**src/rtl/clock_period_meter_if.sv**
```systemverilog
// Signal bundle for clock_period_meter: measurement controls in, edge/period/status reports out.
// The master side drives en and sig_in. The slave side is the meter.
interface clock_period_meter_if #(
    parameter int CNT_W = 32
);
    logic             en;
    logic             sig_in;
    logic             edge_tick;
    logic [CNT_W-1:0] period;
    logic             period_valid;
    logic             locked;
    logic             timeout;

    modport master (
        output en, sig_in,
        input  edge_tick, period, period_valid, locked, timeout
    );

    modport slave (
        input  en, sig_in,
        output edge_tick, period, period_valid, locked, timeout
    );
endinterface

```
**src/rtl/clock_period_meter.sv**
```systemverilog
// Measures the period of a slow asynchronous square wave in CLKin cycles between synchronised rises.
// Rises that come too soon are rejected as glitches, and a missing rise is reported as a timeout.
module clock_period_meter #(
    parameter int CNT_W       = 32,
    parameter int TIMEOUT     = 50000000,
    parameter int SYNC_STAGES = 2,
    parameter int MIN_PERIOD  = 4
) (
    input  logic                  CLKin,
    input  logic                  clr,
    clock_period_meter_if.slave   bus
);

    localparam logic [1:0] IDLE    = 2'd0;
    localparam logic [1:0] ARM     = 2'd1;
    localparam logic [1:0] MEASURE = 2'd2;
    localparam logic [1:0] TMO     = 2'd3;

    localparam logic [CNT_W-1:0] MIN_C = CNT_W'(MIN_PERIOD);
    localparam logic [CNT_W-1:0] TMO_C = CNT_W'(TIMEOUT);

    if (SYNC_STAGES < 2 || MIN_PERIOD < 2 || TIMEOUT < MIN_PERIOD + 1) begin : g_param_check
        $error("clock_period_meter: SYNC_STAGES>=2, MIN_PERIOD>=2, TIMEOUT>MIN_PERIOD required");
    end

    logic [SYNC_STAGES-1:0] sync;
    logic                   p;
    logic                   rise;
    logic [1:0]             state;
    logic [CNT_W-1:0]       cnt;
    logic [CNT_W-1:0]       cnt_sat;
    logic                   edge_tick_q;
    logic [CNT_W-1:0]       period_q;
    logic                   period_valid_q;
    logic                   locked_q;
    logic                   timeout_q;

    assign rise    = sync[SYNC_STAGES-1] & ~p;
    // cnt+1 that sticks at all-ones, so a very long period cannot wrap back to a short one
    assign cnt_sat = (&cnt) ? cnt : cnt + CNT_W'(1);

    // NOTE: every register here is assigned with <=, so all of them sample pre-edge values together.
    always_ff @(posedge CLKin or negedge clr) begin
        if (!clr) begin
            sync <= '0;
            p    <= 1'b0;
        end else begin
            sync <= {sync[SYNC_STAGES-2:0], bus.sig_in};
            p    <= sync[SYNC_STAGES-1];
        end
    end

    always_ff @(posedge CLKin or negedge clr) begin
        if (!clr) begin
            state          <= IDLE;
            cnt            <= '0;
            edge_tick_q    <= 1'b0;
            period_q       <= '0;
            period_valid_q <= 1'b0;
            locked_q       <= 1'b0;
            timeout_q      <= 1'b0;
        end else begin
            period_valid_q <= 1'b0;
            edge_tick_q    <= rise && (state != IDLE);
            if (!bus.en) begin
                state     <= IDLE;
                cnt       <= '0;
                locked_q  <= 1'b0;
                timeout_q <= 1'b0;
            end else begin
                case (state)
                    IDLE: begin
                        cnt       <= '0;
                        locked_q  <= 1'b0;
                        timeout_q <= 1'b0;
                        state     <= ARM;
                    end
                    ARM: begin
                        // the interval before the first rise is unknown, so that rise only starts counting
                        if (rise) begin
                            state <= MEASURE;
                            cnt   <= '0;
                        end
                    end
                    MEASURE: begin
                        if (rise && cnt_sat >= MIN_C) begin
                            period_q       <= cnt_sat;
                            period_valid_q <= 1'b1;
                            locked_q       <= 1'b1;
                            cnt            <= '0;
                        end else if (cnt_sat == TMO_C) begin
                            state     <= TMO;
                            timeout_q <= 1'b1;
                            locked_q  <= 1'b0;
                            cnt       <= '0;
                        end else begin
                            cnt <= cnt_sat;
                        end
                    end
                    TMO: begin
                        cnt <= '0;
                        if (rise) begin
                            state     <= MEASURE;
                            timeout_q <= 1'b0;
                        end
                    end
                    default: state <= IDLE;
                endcase
            end
        end
    end

    assign bus.edge_tick    = edge_tick_q;
    assign bus.period       = period_q;
    assign bus.period_valid = period_valid_q;
    assign bus.locked       = locked_q;
    assign bus.timeout      = timeout_q;

endmodule

```
**src/flat_wrapper.sv**
```systemverilog
// flat-port wrapper written by rule: the top's interface ports become plain ports
module clock_period_meter_flat 
#(
    parameter int CNT_W       = 32,
    parameter int TIMEOUT     = 50000000,
    parameter int SYNC_STAGES = 2,
    parameter int MIN_PERIOD  = 4
)
  (CLKin, clr, bus_en, bus_sig_in, bus_edge_tick, bus_period, bus_period_valid, bus_locked, bus_timeout);
  clock_period_meter_if #(.CNT_W(CNT_W)) bus_i ();
  input  logic CLKin;
  input  logic clr;
  input wire logic [$bits(bus_i.en)-1:0] bus_en;
  input wire logic [$bits(bus_i.sig_in)-1:0] bus_sig_in;
  output wire logic [$bits(bus_i.edge_tick)-1:0] bus_edge_tick;
  output wire logic [$bits(bus_i.period)-1:0] bus_period;
  output wire logic [$bits(bus_i.period_valid)-1:0] bus_period_valid;
  output wire logic [$bits(bus_i.locked)-1:0] bus_locked;
  output wire logic [$bits(bus_i.timeout)-1:0] bus_timeout;
  assign bus_i.en = bus_en;
  assign bus_i.sig_in = bus_sig_in;
  assign bus_edge_tick = bus_i.edge_tick;
  assign bus_period = bus_i.period;
  assign bus_period_valid = bus_i.period_valid;
  assign bus_locked = bus_i.locked;
  assign bus_timeout = bus_i.timeout;
  clock_period_meter #(.CNT_W(CNT_W), .TIMEOUT(TIMEOUT), .SYNC_STAGES(SYNC_STAGES), .MIN_PERIOD(MIN_PERIOD)) u_core (.CLKin(CLKin), .clr(clr), .bus(bus_i));
endmodule
```
**config.mk**
```make
export PLATFORM = sky130hd
export DESIGN_NAME = clock_period_meter_flat
export DESIGN_NICKNAME = d
export VERILOG_FILES = /design/src/rtl/clock_period_meter_if.sv /design/src/rtl/clock_period_meter.sv /design/src/flat_wrapper.sv
export SDC_FILE = /design/constraint.sdc
export NUM_CORES = 1
export LEC_CHECK = 0
export CAP_MARGIN = 20
export CORE_ASPECT_RATIO = 0.6
export CORE_MARGIN = 2
export CORE_UTILIZATION = 54
export DETAILED_ROUTE_END_ITERATION = 12
export GPL_TIMING_DRIVEN = 0
export MAX_ROUTING_LAYER = met4
export PLACE_DENSITY_LB_ADDON = 0.12
export REMOVE_ABC_BUFFERS = 1
export SLEW_MARGIN = 0
export SYNTH_ARGS = -nofsm -noshare
export SYNTH_HDL_FRONTEND = slang
export SYNTH_SLANG_ARGS = --single-unit
export TNS_END_PERCENT = 50
```
**constraint.sdc**
```tcl
create_clock -name CLKin -period 11.83 [get_ports CLKin]
set_clock_uncertainty 0.1 [all_clocks]
set_input_delay 2.366 -clock CLKin [delete_from_list [all_inputs] [get_ports CLKin]]
set_output_delay 2.366 -clock CLKin [all_outputs]
set_load 0.02 [all_outputs]
```
# == Word level (Yosys, flattened, before mapping) ==
# Cells that the tools add are included.
# classes
n_mux,23
n_reduce_logical,11
n_eq_ne,12
n_lt_le_gt_ge,1
n_addsub,1
n_bitwise,2
# op_table
operator,n
$mux W32,5
$pmux W32 S3,1
$add A32 B1 Y32 const B,1
$eq A32 B26 Y1 const B,1
$ge A32 B3 Y1 const B,1
$reduce_and A32 Y1,1
$ne A3 B2 Y1 const B,4
$mux W1,10
$mux W2,4
$pmux W2 S3,1
$reduce_and A3 Y1,2
$eq A2 B2 Y1 const B,2
$ne A4 B1 Y1 const B,1
$ne A4 B2 Y1 const B,1
$reduce_and A4 Y1,1
$reduce_or A2 Y1,2
$ne A3 B1 Y1 const B,1
$ne A3 B3 Y1 const B,1
$pmux W1 S3,1
$eq A2 B1 Y1 const B,1
$logic_and A1 B1 Y1,2
$logic_not A2 Y1,1
$pmux W1 S2,1
$reduce_and A2 Y1,1
other kinds (3),3
# totals
regBits,73
in_bits,4
output_inout_bits,36
word_cells,59

# == Longest topological paths before layout ==
# Gate-level depths: netlist (run 1).
# logic_depth
depth_word,7
mapped_depth,14
mapped_depth_nobuf,10

# == Worst setup path before layout (run 1) ==
# Ideal clock, no wire load.
# synth_path
path_kind,reg-to-reg
startpoint,register u_core.cnt[1]
endpoint,register u_core.period_q[17] (netlist: u_core.bus.period[17])
path_slack_ps,8044
t_required_ps,11602
n_path_buf,2
setup_ps,128
path_stages_with_launch,13
synth_period_minus_slack_ps,3786
arrival_time_ps,3558
path_cell_list,dfrtp_1 > ha_1 > clkbuf_1 > nand3_1 > nor4_4 > a2111oi_4 > or3_1 > a311oi_1 > nand3_1 > o41ai_4 > nor2_2 > buf_6 > mux2_1
# synth_between
elab_chain_cells,5
elab_cells_between_ends,6
cone_classes,add/sub (1); order compare (1); mux (1); reduce/logical (3)
# synth_lines
item,line,text
start: declaration,clock_period_meter.sv:30,logic [CNT_W-1:0] cnt;
start signal: assignment,clock_period_meter.sv:97,cnt <= cnt_sat;
$add A32 B1 Y32 / $reduce_and A32 Y1 (equally long branches),clock_period_meter.sv:40,assign cnt_sat = (&cnt) ? cnt : cnt + CNT_W'(1);
$mux W32 *,clock_period_meter.sv:40,
$ge A32 B3 Y1,clock_period_meter.sv:86,if (rise && cnt_sat >= MIN_C) begin
$logic_and A1 B1 Y1,clock_period_meter.sv:86,
$reduce_and A3 Y1 (no line),-,
end signal: assignment,clock_period_meter.sv:87,period_q <= cnt_sat;
end: declaration,clock_period_meter.sv:33,logic [CNT_W-1:0] period_q;
# Mark *: on every way between the ends. The rest lies on a longest branch, timed or not.
# A chain may end at the register's enable or synchronous reset.

# == Final worst setup path (run 1) ==
# layout_path
startpoint,register u_core.cnt[0]
endpoint,register u_core.cnt[0]
# layout_between
elab_chain_cells,7
elab_cells_between_ends,10
cone_classes,add/sub (1); order compare (1); eq/ne (1); mux (5); reduce/logical (2)
# layout_lines
item,line,text
$add A32 B1 Y32 / $reduce_and A32 Y1 (equally long branches),clock_period_meter.sv:40,
$mux W32 *,clock_period_meter.sv:40,
$ge A32 B3 Y1 / $eq A32 B26 Y1 (equally long branches),"clock_period_meter.sv:86, clock_period_meter.sv:91",
$logic_and A1 B1 Y1 / $mux W32 (equally long branches),"clock_period_meter.sv:86, clock_period_meter.sv:91",
$mux W32 *,clock_period_meter.sv:86,
$pmux W32 S3 *,clock_period_meter.sv:71,case (state)
$mux W32 *,clock_period_meter.sv:65,if (!bus.en) begin
# Marked as above.

==> run_results.csv, run 1 <==
group,metric,value,unit
timing,rsz0062_at_grt,"false",
floorplanning,io_pins,40,
synth,synth_seq_area_share,41.3,%
setup_path,crit_chain,"ha_1 > nand3_1 > nor4_4 > nand3_1 > nand4_1 > xor2_1 > nand4_1 > o41ai_4 > nand3_2 > o211ai_1",
clock_tree,worstSkewPairLatency,0.34,ns
grt,grt.total_usage,29.8,%
synth,ys_ff_latch,73,
synth,synth-main-ff-cell,"dfrtp_1",
synth,async_flop_share,100,%
pwr,p_leak,2.12,nW
setup_path,crit_slowest_cell,"o41ai_4",
detailed_routing,first_pass_iters,5,
timing,finalHoldViolCount,0,
clock_tree,clk_pin_slew_worst_paths,0.06,ns
timing,slew_violations,0,
flow_run,cap_violations,0,
timing,timing.slew.headroom,27.9,%
placement,dp_hpwl,8.13,mm
setup_path,worstSetupPathType,"reg2reg",
floorplanning,start_util,55.9,%
timing,fin_crit_sh,46.9,%
pwr,p_per_area,113,mW/mm^2
synth,synth_top_area_share,41.3,%
synth,ys_warn_count,0,
detailed_routing,drt.antenna.violating_nets,0,
grt,antenna_found_initial,0,
synth,syn_inst,475,
setup_path,startpoint_type,"flip-flop",
setup_path,cp.arrival,5.67,ns
grt,grt_max_degree,39,
grt,grt_pass1_wl,19.9,mm
grt,grt_pass1_vias,3708,
outcome,status,"completed",
timing,timing.final.setup_violations,0,
timing,worst_slew_pin_slew,1.08,ns
clock_tree,cts_tree,"done",
setup_path,worst_ep_required_time,11.95,ns
detailed_routing,via_per_inst,6.65,
synth,syn_area_per_cell,9.31,sq um
pwr,ir_worst_vdd,0.0827,mV
synth,yosys-top-cells-area,"dfrtp_1, mux2_2, nand2_1",
clock_tree,postCtsResizedCells,0,
floorplanning,rows,25,
floorplanning,die_y,74.1,um
timing,tns,0,ns
floorplanning,die-area,0.00895,sq mm
detailed_routing,drtIter0Drc,474,
layout,nFillCells,634,
clock_tree,clock_sinks,73,
clock_tree,max-clock-path-buffers,2,
synth,yosys.area.top_type,"dfrtp_1",
grt,overflow,0,
detailed_routing,drc,0,
clock_tree,root_buffer,"clkbuf_16",
layout,diodes,0,
placement,dp.cells,585,
setup_path,crit_fanout,18,
placement,gp_congestion,0.913,
placement,dpl_worst_slack,6.47,ns
timing,fin_crit,5.55,ns
hold_path,hold_path.class,"reg2reg",
layout,final_cells,601,
detailed_routing,wl_per_cell,19.8,um
layout,syn2layout_area_growth,18.0,%
clock_tree,numCtsBuffers,9,
layout,finalNetCount,493,
detailed_routing,dr_total_vias,3999,
clock_tree,cts_hold_buf,0,
floorplanning,core-area,0.00791,sq mm
timing,fmax,0.180,GHz
synth,ys_types,64,
setup_path,crit_path_end_kind,"flip-flop",
clock_tree,cts-htree-levels,3,
timing,worst_slack,6.28,ns
placement,port_buffers,39,
synth,synth_edf_count,0,
synth,syn-cell-area,0.00442,sq mm
layout,drive_gt1_share,11.6,%
setup_path,critPathMaxStageDelay,0.96,ns
pwr,finalPower,0.592,mW
clock_tree,cts_setup_buffers,0,
floorplanning,die_w,121,um
detailed_routing,wl,11.9,mm
-- path summary, 6_finish.rpt --
path / from / endpoint / slack, ns / cells past startpoint
worst max-delay path: u_core.cnt[0] / u_core.cnt[0] / 6.28 / 10
worst min-delay path: u_core.sync[0] / u_core.sync[1] / 0.25 / 0
worst max register to register: u_core.cnt[0] / u_core.cnt[0] / 6.28 / 10
worst min register to register: u_core.sync[0] / u_core.sync[1] / 0.25 / 0
max in group asynchronous: clr / u_core.bus.period[3] / 9.17 / 2
min in group asynchronous: clr / u_core.bus.period[19] / 1.89 / 1
-- registers in the layout, indices dropped and copies added (netlist names) --
register / count
u_core.bus.edge_tick: 1
u_core.bus.locked: 1
u_core.bus.period: 32
u_core.bus.period_valid: 1
u_core.bus.timeout: 1
u_core.cnt: 32
u_core.p: 1
u_core.state: 2
u_core.sync: 2
-- kinds of logic after synthesis --
kind of cell    synth area share, %
compound gates                 17.9
xor+xnor                       4.55
fa+ha+maj                     0.283
buf+inv                        5.01
flops                          41.3
mux                            7.50
simple gates                   23.5
-- where the power goes --
group	leakage, nW	internal [mW]	switching, mW	total, mW
combinational	0.942	0.00658	0.0130	0.0196
clock	0.169	0.212	0.108	0.320
sequential	1.01	0.251	0.00167	0.253
-- Yosys cell counts (3+ instances only) --
| cell type | instances |
|---|---|
| nor2_1 | 16 |
| a41o_1 | 4 |
| a31oi_1 | 6 |
| a22o_1 | 8 |
| a41oi_1 | 4 |
| a211oi_1 | 4 |
| nand4_1 | 18 |
| or4b_1 | 3 |
| a21oi_1 | 18 |
| o22ai_1 | 3 |
| nor3b_1 | 4 |
| mux2_2 | 23 |
| o31ai_1 | 11 |
| nand2_1 | 45 |
| xor2_1 | 8 |
| and3_1 | 16 |
| a22oi_1 | 4 |
| nor4_1 | 8 |
| or3_1 | 8 |
| mux2i_1 | 5 |
| buf_2 | 8 |
| xnor2_1 | 15 |
| nand2b_1 | 4 |
| nor2b_1 | 4 |
| and4_1 | 8 |
| o21a_1 | 3 |
| nand3_1 | 24 |
| nor3_1 | 15 |
| o21ai_0 | 23 |
| dfrtp_1 | 73 |
| o211ai_1 | 4 |
| o21ai_1 | 5 |
| clkbuf_1 | 30 |
| inv_1 | 7 |
-- per-layer routing --
layer | GRT usage (%) | share of wire (%) | up-vias | wire, um
met5 | - | 0 | - | 0
met1 | 43.2 | 48 | 1980 | 5680
li1 | - | - | 1807 | -
met3 | 5.83 | 8.4 | 20 | 999
met4 | 8.79 | 1.4 | 0 | 161
met2 | 42.3 | 43 | 192 | 5060
-- critical path, delay by kind of cell, from the launching register on --
family          cells  cell delay, ns
xor+xnor            1            0.22
flops               1            0.52
fa+ha+maj           1            0.38
simple gates        6            2.82
compound gates      2            1.39
-- cells in the final DEF, fill, tap and decap left out, types with 8 or more instances in the layout --
master            n
nand4_1          18
nand3_1          24
o21ai_0          23
nor2_1           16
or3_1             8
o31ai_1          11
a22o_1            8
nand2_1          45
and4_1            8
xnor2_1          15
and3_1           16
xor2_1            8
clkbuf_16         9
nor4_1            8
a21oi_1          18
nor3_1           14
clkdlybuf4s50_1  38
dfrtp_1          73
mux2_2           23
-- per-stage QoR --
step	cell area, sq um	util [%]	hold WS [ns]
after CTS	5220	66.0	0.250
after global routing	5220	66.0	0.257
after detailed placement	4870	61.5	0.236
after global placement	4750	60.1	0.232
final	5220	66.0	0.253
after floorplan	4230	-	0.231
-- layout make-up --
cell class | instances | area, sq um | area share, %
multi-input cells | 351 | 2380 | 45.6
flip-flops and latches | 73 | 1830 | 35.0
repair buffers | 46 | 499 | 9.56
clock buffers | 10 | 239 | 4.58
well taps | 108 | 135 | 2.59
clock inverters | 6 | 115 | 2.20
inverters | 7 | 26.3 | 0.503
No activity file was read; power rests on OpenSTA's default activity.
==> run 2, diff against run 1 <==
- CORE_UTILIZATION: 54 -> 52
- clock period: 11.83 -> 4.79 ns (I/O delays scaled with it)
==> run 2 against run 1 <==
Design area rose by 0.91%. Worst setup slack got worse by 6.0 ns. Wire length rose by 1.9%. Non-clock buffer count rose by 9. Final cell count rose by 2.0%. Die area rose by 3.7%. Power rose by 120%. Core utilization fell by 3.2 points. Critical path type unchanged.
==> run_results.csv, run 2 (same netlist as run 1, synthesis figures left out) <==
group,metric,value,unit
pwr,p_clk_share,48.9,%
grt,top_usage_layer,"met2",
layout,diodes,0,
floorplanning,die-area,0.00928,sq mm
floorplanning,io_pins,40,
pwr,switchingPower,0.283,mW
pwr,finalPower,1.32,mW
placement,gp_congestion,0.976,
timing,slew_violations,0,
clock_tree,cts_tree,"done",
grt,grt_max_degree,39,
layout,final_cell_mix,"dfrtp_1, nand2_1, clkdlybuf4s50_1",
detailed_routing,drt.antenna.violating_nets,0,
pwr,ir_worst_vdd,0.182,mV
timing,worst_slack,0.244,ns
detailed_routing,via_per_inst,6.59,
layout,syn2layout_area_growth,19.1,%
timing,fin_crit,4.55,ns
clock_tree,clock_sinks,73,
timing,fin_hold_ws,0.250,ns
layout,layout_commonest_cell,"dfrtp_1",
grt,grt_pass1_vias,3672,
grt,grt_pass1_wl,19.7,mm
pwr,p_leak,2.14,nW
floorplanning,start_util,52.7,%
detailed_routing,dr_total_vias,4038,
timing,timing.slew.headroom,37.8,%
clock_tree,numCtsBuffers,9,
clock_tree,clk_pin_slew_worst_paths,0.06,ns
setup_path,startpoint_type,"flip-flop",
pwr,p_seq_share,47.4,%
layout,fin_util,62.8,%
timing,finalHoldViolCount,0,
layout,finalNetCount,502,
setup_path,crit_path_end_kind,"flip-flop",
grt,grt.total_usage,29.2,%
pwr,p_sw_share,21.5,%
detailed_routing,first_pass_iters,5,
floorplanning,die_w,123,um
clock_tree,max-clock-path-buffers,2,
flow_run,cap_violations,0,
grt,grt.met2_usage,42.2,%
floorplanning,rows,26,
setup_path,worst_ep_required_time,4.97,ns
pwr,power_frac_comb,3.7,%
timing,worst_slew_pin_slew,0.933,ns
layout,drive_gt1_share,13.6,%
floorplanning,die_y,75.4,um
timing,fmax,0.220,GHz
detailed_routing,drtIter0Drc,405,
clock_tree,cts-htree-levels,3,
outcome,status,"completed",
clock_tree,cts_hold_buf,0,
setup_path,worstSetupPathType,"reg2reg",
grt,antenna_found_initial,0,
grt,overflow,0,
placement,dpl_worst_slack,-0.423,ns
timing,fin_crit_sh,94.9,%
floorplanning,core-area,0.00839,sq mm
detailed_routing,drc,0,
grt,use_met1,41.1,%
pwr,p_per_area,250,mW/mm^2
clock_tree,worstSkewPairLatency,0.34,ns
timing,rsz0062_at_grt,"false",
hold_path,hold_path.class,"reg2reg",
placement,port_buffers,39,
setup_path,crit_fanout,15,
grt,met3_usage,7.04,%
setup_path,cp.arrival,4.72,ns
layout,nFillCells,709,
placement,dp.cells,589,
detailed_routing,wl,12.1,mm
placement,dp_hpwl,8.27,mm
pwr,internal_power,1.03,mW
timing,timing.final.setup_violations,0,
layout,final_cells,613,
clock_tree,root_buffer,"clkbuf_16",
detailed_routing,wl_per_cell,19.8,um
## run 2: final cells by class
| cell class | count | area [sq um] | area share (%) |
|---|---|---|---|
| clock buffer | 11 | 233 | 4.42 |
| multi-input combinational | 351 | 2410 | 45.8 |
| sequential | 73 | 1830 | 34.7 |
| inverter | 7 | 26.3 | 0.499 |
| timing repair buffer | 55 | 583 | 11.1 |
| clock inverter | 4 | 45.0 | 0.855 |
| tap | 112 | 140 | 2.66 |
## run 2: layer usage
layer	up-vias	part of all wire (%)
met5	-	0
met4	0	1.3
met3	19	8.8
met2	210	43
met1	1980	47
li1	1829	-
## run 2: final timing paths
| path | start | to | slack, ns | depth (start not counted) |
|---|---|---|---|---|
| max | u_core.cnt[17] | u_core.cnt[6] | 0.24 | 11 |
| min in group asynchronous | clr | u_core.bus.period[23] | 0.48 | 1 |
| max reg2reg | u_core.cnt[17] | u_core.cnt[6] | 0.24 | 11 |
| max in group asynchronous | clr | u_core.bus.period[11] | 3.54 | 2 |
| min reg2reg | u_core.sync[0] | u_core.sync[1] | 0.25 | 0 |
| min | u_core.sync[0] | u_core.sync[1] | 0.25 | 0 |
## run 2: through the flow
step                setup TNS (ns)  instance area [sq um]
CTS                              0                   5230
global placement            -93.54                   4760
detailed placement          -16.67                   4890
floorplan                  -0.0432                   4230
global route                     0                   5270
finish                           0                   5270
## run 2: timing repair
| item | CTS | global route |
|---|---|---|
| gates resized for setup | 2 | 7 |
| setup endpoints to repair | 54 | 44 |
| setup buffers | 7 | 2 |
| pin swaps | 2 | 1 |
## run 2: power groups by stage
stage               clock [mW]  combinational, mW  sequential (mW)
CTS                      0.657             0.0492            0.625
floorplan                    0             0.0176            0.636
global placement             0             0.0432            0.635
global route             0.684             0.0537            0.625
finish                   0.644             0.0486            0.625
detailed placement           0             0.0491            0.636
## run 2: critical path, cell delays in order, from the launching register on
cell	delay [ns]
dfrtp_1	0.55
nand4_1	0.31
or4_4	0.56
a2111oi_4	0.35
or4b_1	0.49
a311oi_1	0.31
nand3_1	0.28
o41ai_4	0.41
buf_4	0.20
buf_8	0.17
and3_1	0.51
a22o_1	0.23
==> run 3, diff against run 2 <==
- CORE_ASPECT_RATIO: 0.6 -> 1.1
- REMOVE_ABC_BUFFERS: 1 -> not set
==> run 3 against run 2 <==
Critical path depth is 3 higher. Non-clock buffer count up 36. Largest cell class unchanged. Wire length grew 13%. Largest power group is now sequential cells. Core utilization up 0.76 points.
==> run_results.csv, run 3 (same netlist as run 1, synthesis figures left out) <==
group,metric,value,unit
setup_path,crit_slowest_cell,"nor2_1",
detailed_routing,drt.antenna.violating_nets,0,
floorplanning,io_pins,40,
detailed_routing,first_pass_iters,5,
clock_tree,cts_tree,"done",
detailed_routing,drtIter0Drc,362,
detailed_routing,drc,0,
grt,grt_pass1_wl,21.5,mm
clock_tree,cts-htree-levels,3,
floorplanning,core-area,0.00832,sq mm
layout,diodes,0,
detailed_routing,wl,13.8,mm
timing,fin_crit_sh,96.0,%
setup_path,path_buf_inv,5,
setup_path,cp_common_cell,"nand4_1",
placement,dp_hpwl,9.58,mm
pwr,ir_worst_vdd,0.173,mV
hold_path,hold_path.class,"reg2reg",
clock_tree,cts_hold_buf,0,
timing,slew_violations,0,
layout,final_cell_mix,"dfrtp_1, nand2_1, clkdlybuf4s50_1, clkbuf_1, nand3_1",
layout,multi_input_area,0.00240,sq mm
clock_tree,clock_sinks,73,
floorplanning,die-area,0.00926,sq mm
pwr,p_clk_share,47.5,%
grt,grt_pass1_vias,3997,
clock_tree,worstSkewPairLatency,0.37,ns
pwr,finalPower,1.28,mW
setup_path,worstSetupPathType,"reg2reg",
pwr,p_sw_share,23.2,%
timing,rsz0062_at_grt,"false",
timing,timing.slew.headroom,37.9,%
pwr,internal_power,0.982,mW
timing,fin_hold_ws,0.268,ns
timing,worst_slew_pin_slew,0.932,ns
flow_run,cap_violations,0,
pwr,p_leak,2.15,nW
timing,fin_crit,4.60,ns
detailed_routing,via_per_inst,6.37,
pwr,switchingPower,0.297,mW
timing,fmax,0.218,GHz
floorplanning,rows,35,
clock_tree,root_buffer,"clkbuf_8",
setup_path,startpoint_type,"flip-flop",
outcome,status,"completed",
setup_path,crit_fanout,10,
detailed_routing,dr_total_vias,4136,
floorplanning,die_y,101,um
floorplanning,start_util,53.2,%
synth,syn_nets,480,
pwr,p_per_area,242,mW/mm^2
timing,finalHoldViolCount,0,
placement,port_buffers,39,
timing,timing.final.setup_violations,0,
setup_path,crit_path_end_kind,"flip-flop",
setup_path,cp_top_family,"simple AND/OR/NAND/NOR gates",
setup_path,worst_ep_required_time,4.96,ns
pwr,power_frac_comb,3.9,%
layout,finalNetCount,538,
layout,seq_area,0.00183,sq mm
grt,grt.total_usage,31.7,%
floorplanning,die_w,91.9,um
layout,nFillCells,702,
grt,grt_max_degree,74,
clock_tree,numCtsBuffers,9,
layout,drive_gt1_share,13.8,%
layout,layout_commonest_cell,"dfrtp_1",
grt,overflow,0,
clock_tree,max-clock-path-buffers,2,
setup_path,critPathMaxStageDelay,0.45,ns
setup_path,crit_chain,"clkbuf_1 > nand4_1 > nor2_1 > nand3_1 > clkbuf_1 > nand4_1 > xor2_1 > nand4_1 > o41ai_4 > buf_4 > buf_2 > buf_2 > nand2_1 > o211ai_1",
layout,syn2layout_area_growth,19.5,%
setup_path,cp.arrival,4.77,ns
detailed_routing,wl_per_cell,21.2,um
placement,gp_congestion,1.01,
pwr,p_seq_share,48.5,%
grt,antenna_found_initial,0,
clock_tree,clk_pin_slew_worst_paths,0.09,ns
[run 3: timing repair]
| action | in CTS | in global routing |
|---|---|---|
| hold endpoints to repair | 0 | 0 |
| buffers inserted | 6 | 3 |
| setup endpoints to repair | 57 | 57 |
| resized for setup | 0 | 9 |
| pin swaps | 2 | 1 |
[run 3: final cells by class]
class | count | share of cell area, %
timing repair buffer | 48 | 8.62
buffer | 43 | 3.69
inverter | 7 | 0.497
tap | 111 | 2.63
sequential | 73 | 34.6
clock inverter | 6 | 2.18
clock buffer | 10 | 2.41
multi-input combinational | 351 | 45.4
[run 3: worst register-to-register path, stage by stage (launching register included)]
cell	delay (ns)
dfrtp_1	0.33
clkbuf_1	0.39
nand4_1	0.38
nor2_1	0.45
nand3_1	0.35
clkbuf_1	0.35
nand4_1	0.26
xor2_1	0.23
nand4_1	0.23
o41ai_4	0.33
buf_4	0.21
buf_2	0.31
buf_2	0.36
nand2_1	0.10
o211ai_1	0.12
[run 3: layer usage]
metal	up-vias	part of all wire, %	track usage, %
li1	1897	-	-
met2	186	47	49.3
met3	33	5.9	4.04
met4	0	3.7	15.0
met1	2020	43	41.5
met5	-	0	-
[run 3: path summary, 6_finish.rpt]
path	slack, ns	to	start	cells after the start
worst max-delay path	0.19	u_core.cnt[5]	u_core.cnt[17]	14
worst min-delay path	0.27	u_core.sync[1]	u_core.sync[0]	0
worst max register to register	0.19	u_core.cnt[5]	u_core.cnt[17]	14
worst min register to register	0.27	u_core.sync[1]	u_core.sync[0]	0
max in group asynchronous	3.35	u_core.cnt[3]	clr	1
min in group asynchronous	0.63	u_core.bus.period[28]	clr	1
[run 3: power groups by stage]
stage / logic [mW] / registers (mW) / clock network [mW]
2_1_floorplan: 0.0219 / 0.634 / 0
3_3_place_gp: 0.0490 / 0.633 / 0
3_5_place_dp: 0.0501 / 0.633 / 0
4_1_cts: 0.0503 / 0.621 / 0.612
5_1_grt: 0.0551 / 0.621 / 0.638
6_report: 0.0500 / 0.621 / 0.608
[run 3: metrics by stage]
step | util (%) | area (sq um) | cells | setup TNS [ns] | setup WS, ns
after floorplan | - | 4420 | 475 | 0 | 1.00
after global placement | 59.5 | 4950 | 625 | -3.94 | -0.190
after detailed placement | 59.5 | 4950 | 625 | -8.48 | -0.291
after CTS | 62.9 | 5240 | 647 | 0 | 0.0762
after global routing | 63.5 | 5290 | 649 | 0 | 0.0119
final | 63.5 | 5290 | 649 | 0 | 0.193
